[config.mk]
export PLATFORM = sky130hd
export DESIGN_NAME = rr_mux_arbiter
export DESIGN_NICKNAME = d
export VERILOG_FILES = /design/src/rtl/rr_mux_arbiter.sv
export SDC_FILE = /design/constraint.sdc
export NUM_CORES = 1
export LEC_CHECK = 0
export BUFFER_PORTS_ARGS = -buffer_cell sky130_fd_sc_hd__buf_2
export CELL_PAD_IN_SITES_DETAIL_PLACEMENT = 1
export CELL_PAD_IN_SITES_GLOBAL_PLACEMENT = 2
export CORE_ASPECT_RATIO = 0.9
export CORE_MARGIN = 1.5
export CORE_UTILIZATION = 25
export DETAILED_ROUTE_END_ITERATION = 8
export PLACE_DENSITY_LB_ADDON = 0.15
export SLEW_MARGIN = 5
export SYNTH_ARGS = -nofsm -noshare
export SYNTH_HDL_FRONTEND = slang
export SYNTH_SLANG_ARGS = --single-unit
[constraint.sdc]
create_clock -name clk -period 2.2 [get_ports clk]
set_input_delay 0.33 -clock clk [delete_from_list [all_inputs] [get_ports clk]]
set_output_delay 0.33 -clock clk [all_outputs]
set_load 0.05 [all_outputs]
[src/rtl/rr_mux_arbiter.sv]
// rtl/rr_mux_arbiter.sv - round-robin arbiter sharing one valid/ready output among 2**N lanes
module rr_mux_arbiter #(
   parameter int N     = 2,
   parameter int DATAW = 4
) (
   input  logic                      clk,
   input  logic                      rst_n,
   input  logic [2**N-1:0]           req,
   input  logic [(2**N)*DATAW-1:0]   data,
   output logic [2**N-1:0]           grant,
   output logic [N-1:0]              sel,
   output logic                      out_valid,
   input  logic                      out_ready,
   output logic [DATAW-1:0]          out_data
);

   localparam int NREQ = 2**N;

   typedef enum logic {IDLE, BUSY} state_t;

   state_t           state_q, state_d;
   logic [N-1:0]     ptr_q;
   logic [N-1:0]     win;
   logic [N-1:0]     cand;
   logic             found;
   logic             load;
   logic             done;

   // Search starts at ptr_q; N-bit addition wraps the index for free.
   always_comb begin
      found = 1'b0;
      win   = '0;
      cand  = '0;
      for (int k = 0; k < NREQ; k++) begin
         cand = ptr_q + N'(k);
         if (!found && req[cand]) begin
            found = 1'b1;
            win   = cand;
         end
      end
   end

   always_comb begin
      state_d   = state_q;
      load      = 1'b0;
      done      = 1'b0;
      out_valid = 1'b0;
      grant     = '0;
      case (state_q)
         IDLE: begin
            if (found) begin
               load    = 1'b1;
               state_d = BUSY;
            end
         end
         BUSY: begin
            out_valid = 1'b1;
            if (out_ready) begin
               done    = 1'b1;
               grant   = NREQ'(1) << sel;
               state_d = IDLE;
            end
         end
         default: state_d = IDLE;
      endcase
   end

   always_ff @(posedge clk or negedge rst_n) begin
      if (!rst_n) begin
         state_q  <= IDLE;
         sel      <= '0;
         out_data <= '0;
         ptr_q    <= '0;
      end else begin
         state_q <= state_d;
         if (load) begin
            sel      <= win;
            out_data <= data[win*DATAW +: DATAW];
         end
         // The lane just served drops to lowest priority.
         if (done)
            ptr_q <= sel + 1'b1;
      end
   end

endmodule
==> run_results.csv, run 1 <==
group,metric,value,unit
global_routing,antenna_found_initial,0,
min_path,min_path_type,"in2reg",
sta,setup_viol,0,
global_routing,grt_pass1_wl,2891,um
status,outcome,"finished clean",
sta,final.setup.tns,0,ns
clock_network,cts_tree,"built",
clock_network,postCtsSetupRepairBufs,0,
job,drv_cap,0,
floorplan,top_level_ports,34,
pwr,total_leakage_power,0.4881,nW
sta,worst_pin_slew,0.5335,ns
route,drcViolationCount,0,
route,drt_iter0_drc,21,
clock_network,numCtsBuffers,3,
sta,maxSlewViolCount,0,
global_routing,grt_max_degree,14,
final_layout,fillers,314,
pwr,p_per_area,1082,nW/um^2
sta,clock_skew,0.002502,ns
sta,finalHoldViolCount,0,
setup_path,path_class,"reg2reg",
synthesis,ys_async_sr_fraction,100.0,%
synthesis,ys_ff_latch,9,
floorplan,coreArea,2489,um^2
synthesis,synth-main-ff-cell,"dfrtp_1",
synthesis,seq_area_frac_synth,33.58,%
clock_network,cts_sinks,9,
global_routing,grtUsageTotal,12.55,%
final_layout,final_common_cell,"buf_2",
synthesis,yosys_warnings,0,
setup_path,start_kind,"register",
route,viasPerCell,4.908,
route,ant_nets,0,
route,firstDrtPassIters,2,
synthesis,synth_cells,67,
sta,max_freq,552.5,MHz
sta,period_share,82.27,%
sta,fin_crit,1.810,ns
clock_network,cts_max_level,1,
floorplan,rows,17,
floorplan,die_area,3003,um^2
clock_network,clock_latency,0.25,ns
floorplan,die_y,52.14,um
sta,rsz0062_at_grt,"no",
floorplan,initial_utilization,26.95,%
final_layout,syn_to_final_growth,33.21,%
final_layout,fin_nets,131,
synthesis,syn_area_per_cell,10.01,um^2
final_layout,design_area,893.4,um^2
synthesis,synth_cell_types,25,
synthesis,netlist_area,670.6,um^2
pwr,irDropWorstVdd,474.4,uV
synthesis,syn-num-nets,94,
final_layout,antennaDiodeCount,0,
sta,slew_headroom,64.43,%
route,wl_per_cell,13.30,um
clock_network,cts_root_buffer,"clkbuf_4",
placed_design,port_buffers,33,
placed_design,gp_congestion,0.7004,
floorplan,die_w,57.60,um
placed_design,placed_area,857.1,um^2
setup_path,end_kind,"register",
setup_path,crit_arrival,1.95,ns
final_layout,mostFrequentLayoutCells,"buf_2, mux2i_1, dfrtp_1",
placed_design,place_hpwl,1410,um
clock_network,clock_path_buffers,2,
global_routing,grt_pass1_vias,640,
setup_path,crit_required,2.34,ns
setup_path,critPathMaxFanout,8,
final_layout,final_layout_size_suffix_gt1_share,40.78,%
route,wirelength,1742,um
route,via_count,643,
global_routing,grt_overflow,0,
synthesis,synth_edf_count,0,
clock_network,clk_pin_slew_worst_paths,0.06,ns
-- cell usage after synthesis (2+ instances only) --
cell type	number	area (um^2)
inv_1	3	11.26
ha_1	4	50.05
nor3_1	7	35.03
mux2i_1	9	90.09
a21oi_1	3	15.01
dfrtp_1	9	225.2
buf_2	2	10.01
and3_1	4	25.02
a211o_1	4	35.03
nand2_1	5	18.77
o21ai_0	3	15.01
-- critical path, cell delays in order (launching register included) --
cell,delay [ns]
dfrtp_1,0.47
or3b_4,0.45
o221ai_4,0.16
mux2i_1,0.27
nor3_2,0.06
a211o_1,0.27
-- report_power, final --
group | switching [mW] | internal [mW] | leakage (nW)
Sequential | 0.0729 | 0.225 | 0.109
Combinational | 0.357 | 0.185 | 0.364
Clock | 0.0561 | 0.0698 | 0.0150
-- kinds of logic after synthesis --
family	after synthesis	synth area share (%)
muxes	11	17.16
and+or+nand+nor	21	17.72
DFF	9	33.58
adders and majority gates	4	7.463
AOI/OAI and AO/OA	16	19.22
buffers and inverters	6	4.851
-- path summary, 6_finish.rpt --
path / startpoint / to / slack [ns] / cells past startpoint
setup / recovery: ptr_q[1] / out_data[2] / 0.39 / 5
hold / removal: out_ready / state_q / 0.32 / 2
setup reg to reg: ptr_q[1] / out_data[2] / 0.39 / 5
hold reg to reg: out_data[2] / out_data[2] / 0.49 / 1
max in group asynchronous: rst_n / out_data[3] / 1.56 / 2
min in group asynchronous: rst_n / sel[1] / 0.46 / 2
-- final cells by class --
type                            instances  area, um^2  share of cell area [%]
Timing Repair Buffer                   35       182.7                   20.45
Multi-Input combinational cell         52       412.9                   46.22
Clock buffer                            4       26.28                   2.941
Sequential cell                         9       225.2                   25.21
Tap cell                               28       35.03                   3.922
Inverter                                3       11.26                   1.261
-- what timing repair did --
item / CTS / global route
gates resized for setup: 0 / 0
hold buffers: 1 / 0
hold endpoints to repair: 9 / 0
-- per-stage QoR --
stage,hold WS [ns],setup WS (ns),power [mW],std cells,util [%]
after floorplan,0.03441,0.4912,0.7232,67,-
after global placement,0.1996,0.3927,0.8454,126,34.44
after detailed placement,0.2039,0.3883,0.8478,126,34.44
after CTS,0.3171,0.3716,0.9851,131,35.90
after global routing,0.3246,0.2756,1.045,131,35.90
final,0.3206,0.3900,0.9664,131,35.90
-- sequential cells by signal, indices dropped and copies added (netlist names) --
| signal | count |
|---|---|
| out_data | 4 |
| ptr_q | 2 |
| sel | 2 |
| state_q | 1 |
-- metal layers --
metal / share of wire (%) / track usage, % / wire length, um
met5: 0 / 0 / 0
met2: 49 / 21.02 / 862
met3: 3.7 / 2.239 / 64
met1: 47 / 16.54 / 815
met4: 0 / 3.488 / 0
No activity file was read; power rests on OpenSTA's default activity.
==> run 2: changes to the inputs <==
==> constraint.sdc (replaced) <==
create_clock -name clk -period 1.8 [get_ports clk]
set_input_delay 0.27 -clock clk [delete_from_list [all_inputs] [get_ports clk]]
set_output_delay 0.27 -clock clk [all_outputs]
set_load 0.05 [all_outputs]
==> run 2 against run 1 <==
Clock skew increased by 0.0049 ns. Setup slack got worse by 0.36 ns. Power increased by 30%. Final cell count increased by 3.8%. Non-clock buffer count increased by 5. Worst hold slack got worse by 0.074 ns. Clock-buffer cell count decreased by 1. Critical endpoint unchanged.
==> run_results.csv, run 2 (synthesis gave the netlist of run 1 again) <==
group,metric,value,unit
status,outcome,"finished clean",
pwr,total_leakage_power,0.5188,nW
floorplan,die_w,57.60,um
job,drv_cap,0,
setup_path,r2r.worst_path.cells,6,
clock_network,numCtsBuffers,3,
sta,period_share,98.26,%
floorplan,die_area,3003,um^2
setup_path,critPathMaxFanout,6,
floorplan,initial_utilization,26.95,%
route,viasPerCell,4.963,
global_routing,grtUsageTotal,12.39,%
route,drt_iter0_drc,7,
clock_network,clk_pin_slew_worst_paths,0.07,ns
pwr,irDropWorstVdd,619.6,uV
global_routing,grt_max_degree,17,
sta,max_freq,565.4,MHz
route,wirelength,1833,um
final_layout,largestRegisters,"out_data: 4 flops, ptr_q: 2 flops, sel: 2 flops",
final_layout,final_common_cell,"buf_2",
final_layout,final_layout_size_suffix_gt1_share,45.37,%
placed_design,gp_congestion,0.6710,
placed_design,port_buffers,33,
final_layout,syn_to_final_growth,41.04,%
final_layout,mostFrequentLayoutCells,"buf_2, mux2i_1, dfrtp_1",
global_routing,grt_pass1_vias,605,
floorplan,top_level_ports,34,
route,wl_per_cell,13.48,um
sta,maxSlewViolCount,0,
final_layout,largest_reg_flops,4,
setup_path,start_kind,"register",
sta,slew_headroom,78.77,%
setup_path,critPathMaxStageDelay,0.45,ns
floorplan,rows,17,
min_path,min_path_type,"in2reg",
route,drcViolationCount,0,
clock_network,cts_max_level,1,
placed_design,place_hpwl,1426,um
clock_network,clock_path_buffers,2,
sta,fin_crit,1.769,ns
placed_design,dp_slack,0.02240,ns
final_layout,antennaDiodeCount,0,
global_routing,grt_pass1_wl,2808,um
setup_path,path_class,"reg2reg",
setup_path,crit_chain,"or3b_4 -> o221ai_4 -> buf_4 -> mux2i_1 -> nor3_2 -> a211o_1",
final_layout,fillers,307,
route,ant_nets,0,
setup_path,path_depth,6,
setup_path,cpMaxStageDelayCell,"dfrtp_2",
route,firstDrtPassIters,3,
sta,rsz0062_at_grt,"yes",
setup_path,critPathTopFamily,"simple AND/OR/NAND/NOR gates",
pwr,p_per_area,1324,nW/um^2
clock_network,cts_sinks,9,
global_routing,grt_overflow,0,
sta,worst_pin_slew,0.3155,ns
setup_path,end_kind,"register",
setup_path,crit_required,1.95,ns
clock_network,cts_tree,"built",
clock_network,clock_latency,0.26,ns
clock_network,cts_root_buffer,"clkbuf_4",
sta,final.setup.tns,0,ns
sta,worst_slack,0.03129,ns
sta,setup_viol,0,
min_path,min_path_cells,2,
floorplan,coreArea,2489,um^2
route,via_count,675,
setup_path,crit_arrival,1.91,ns
final_layout,top_register,"out_data",
setup_path,critPathBufInv,1,
global_routing,antenna_found_initial,0,
sta,clock_skew,0.007355,ns
sta,finalHoldViolCount,0,
floorplan,die_y,52.14,um
final_layout,fin_nets,136,
[run 2: cell count changes in the layout (fill, tap and decap cells not counted)]
cell      previous run  this run
dfrtp_1              9         8
dfrtp_2              0         1
clkbuf_1             1         0
buf_12               0         1
buf_4                1         5
clkinv_2             0         1
[run 2: where the power goes]
part           leakage (nW)  switching, mW  internal [mW]
Combinational         0.393          0.456          0.281
Sequential            0.108         0.0803          0.277
Clock                0.0177         0.0766         0.0820
Total                 0.519          0.612          0.640
[run 2: final cells by class]
type                            count  area [um^2]  area share [%]
Timing Repair Buffer               40        232.7           24.60
Clock buffer                        3        22.52           2.381
Tap cell                           28        35.03           3.704
Clock inverter                      1        5.005          0.5291
Inverter                            3        11.26           1.190
Sequential cell                     9        226.5           23.94
Multi-Input combinational cell     52        412.9           43.65
[run 2: per-stage QoR]
stage	hold slack, ns	util (%)	power, mW	instances	instance area, um^2
floorplan	-0.02559	-	0.8840	67	670.6
global placement	0.1466	35.55	1.063	128	884.6
finish	0.2462	38.01	1.253	136	945.9
detailed placement	0.1454	35.55	1.073	128	884.6
global route	0.2618	38.01	1.342	136	945.9
CTS	0.2402	37.05	1.244	133	922.1
[run 2: layer usage]
layer / global-route usage, % / wire length [um]
met4: 4.651 / 14
met2: 20.64 / 900
met1: 15.91 / 857
met3: 2.239 / 61
met5: 0 / 0
[run 2: worst register-to-register path: stages, from the launching register on]
cell      delay (ns)
dfrtp_2         0.45
or3b_4          0.42
o221ai_4        0.08
buf_4           0.16
mux2i_1         0.20
nor3_2          0.06
a211o_1         0.28
[run 2: path summary, 6_finish.rpt]
path                             start           to  slack, ns
max reg2reg                   ptr_q[1]  out_data[2]       0.03
min in group asynchronous        rst_n       sel[1]       0.39
max in group asynchronous        rst_n     ptr_q[1]       1.21
min reg2reg                out_data[3]  out_data[3]       0.49
max                           ptr_q[1]  out_data[2]       0.03
min                          out_ready      state_q       0.25
[run 2: repair_timing]
| item | CTS | global route |
|---|---|---|
| endpoints found under the hold margin | 9 | 0 |
| hold buffers | 1 | 0 |
| setup buffers | 0 | 3 |
| endpoints found under the setup margin | 0 | 4 |
| gates resized for setup | 0 | 1 |
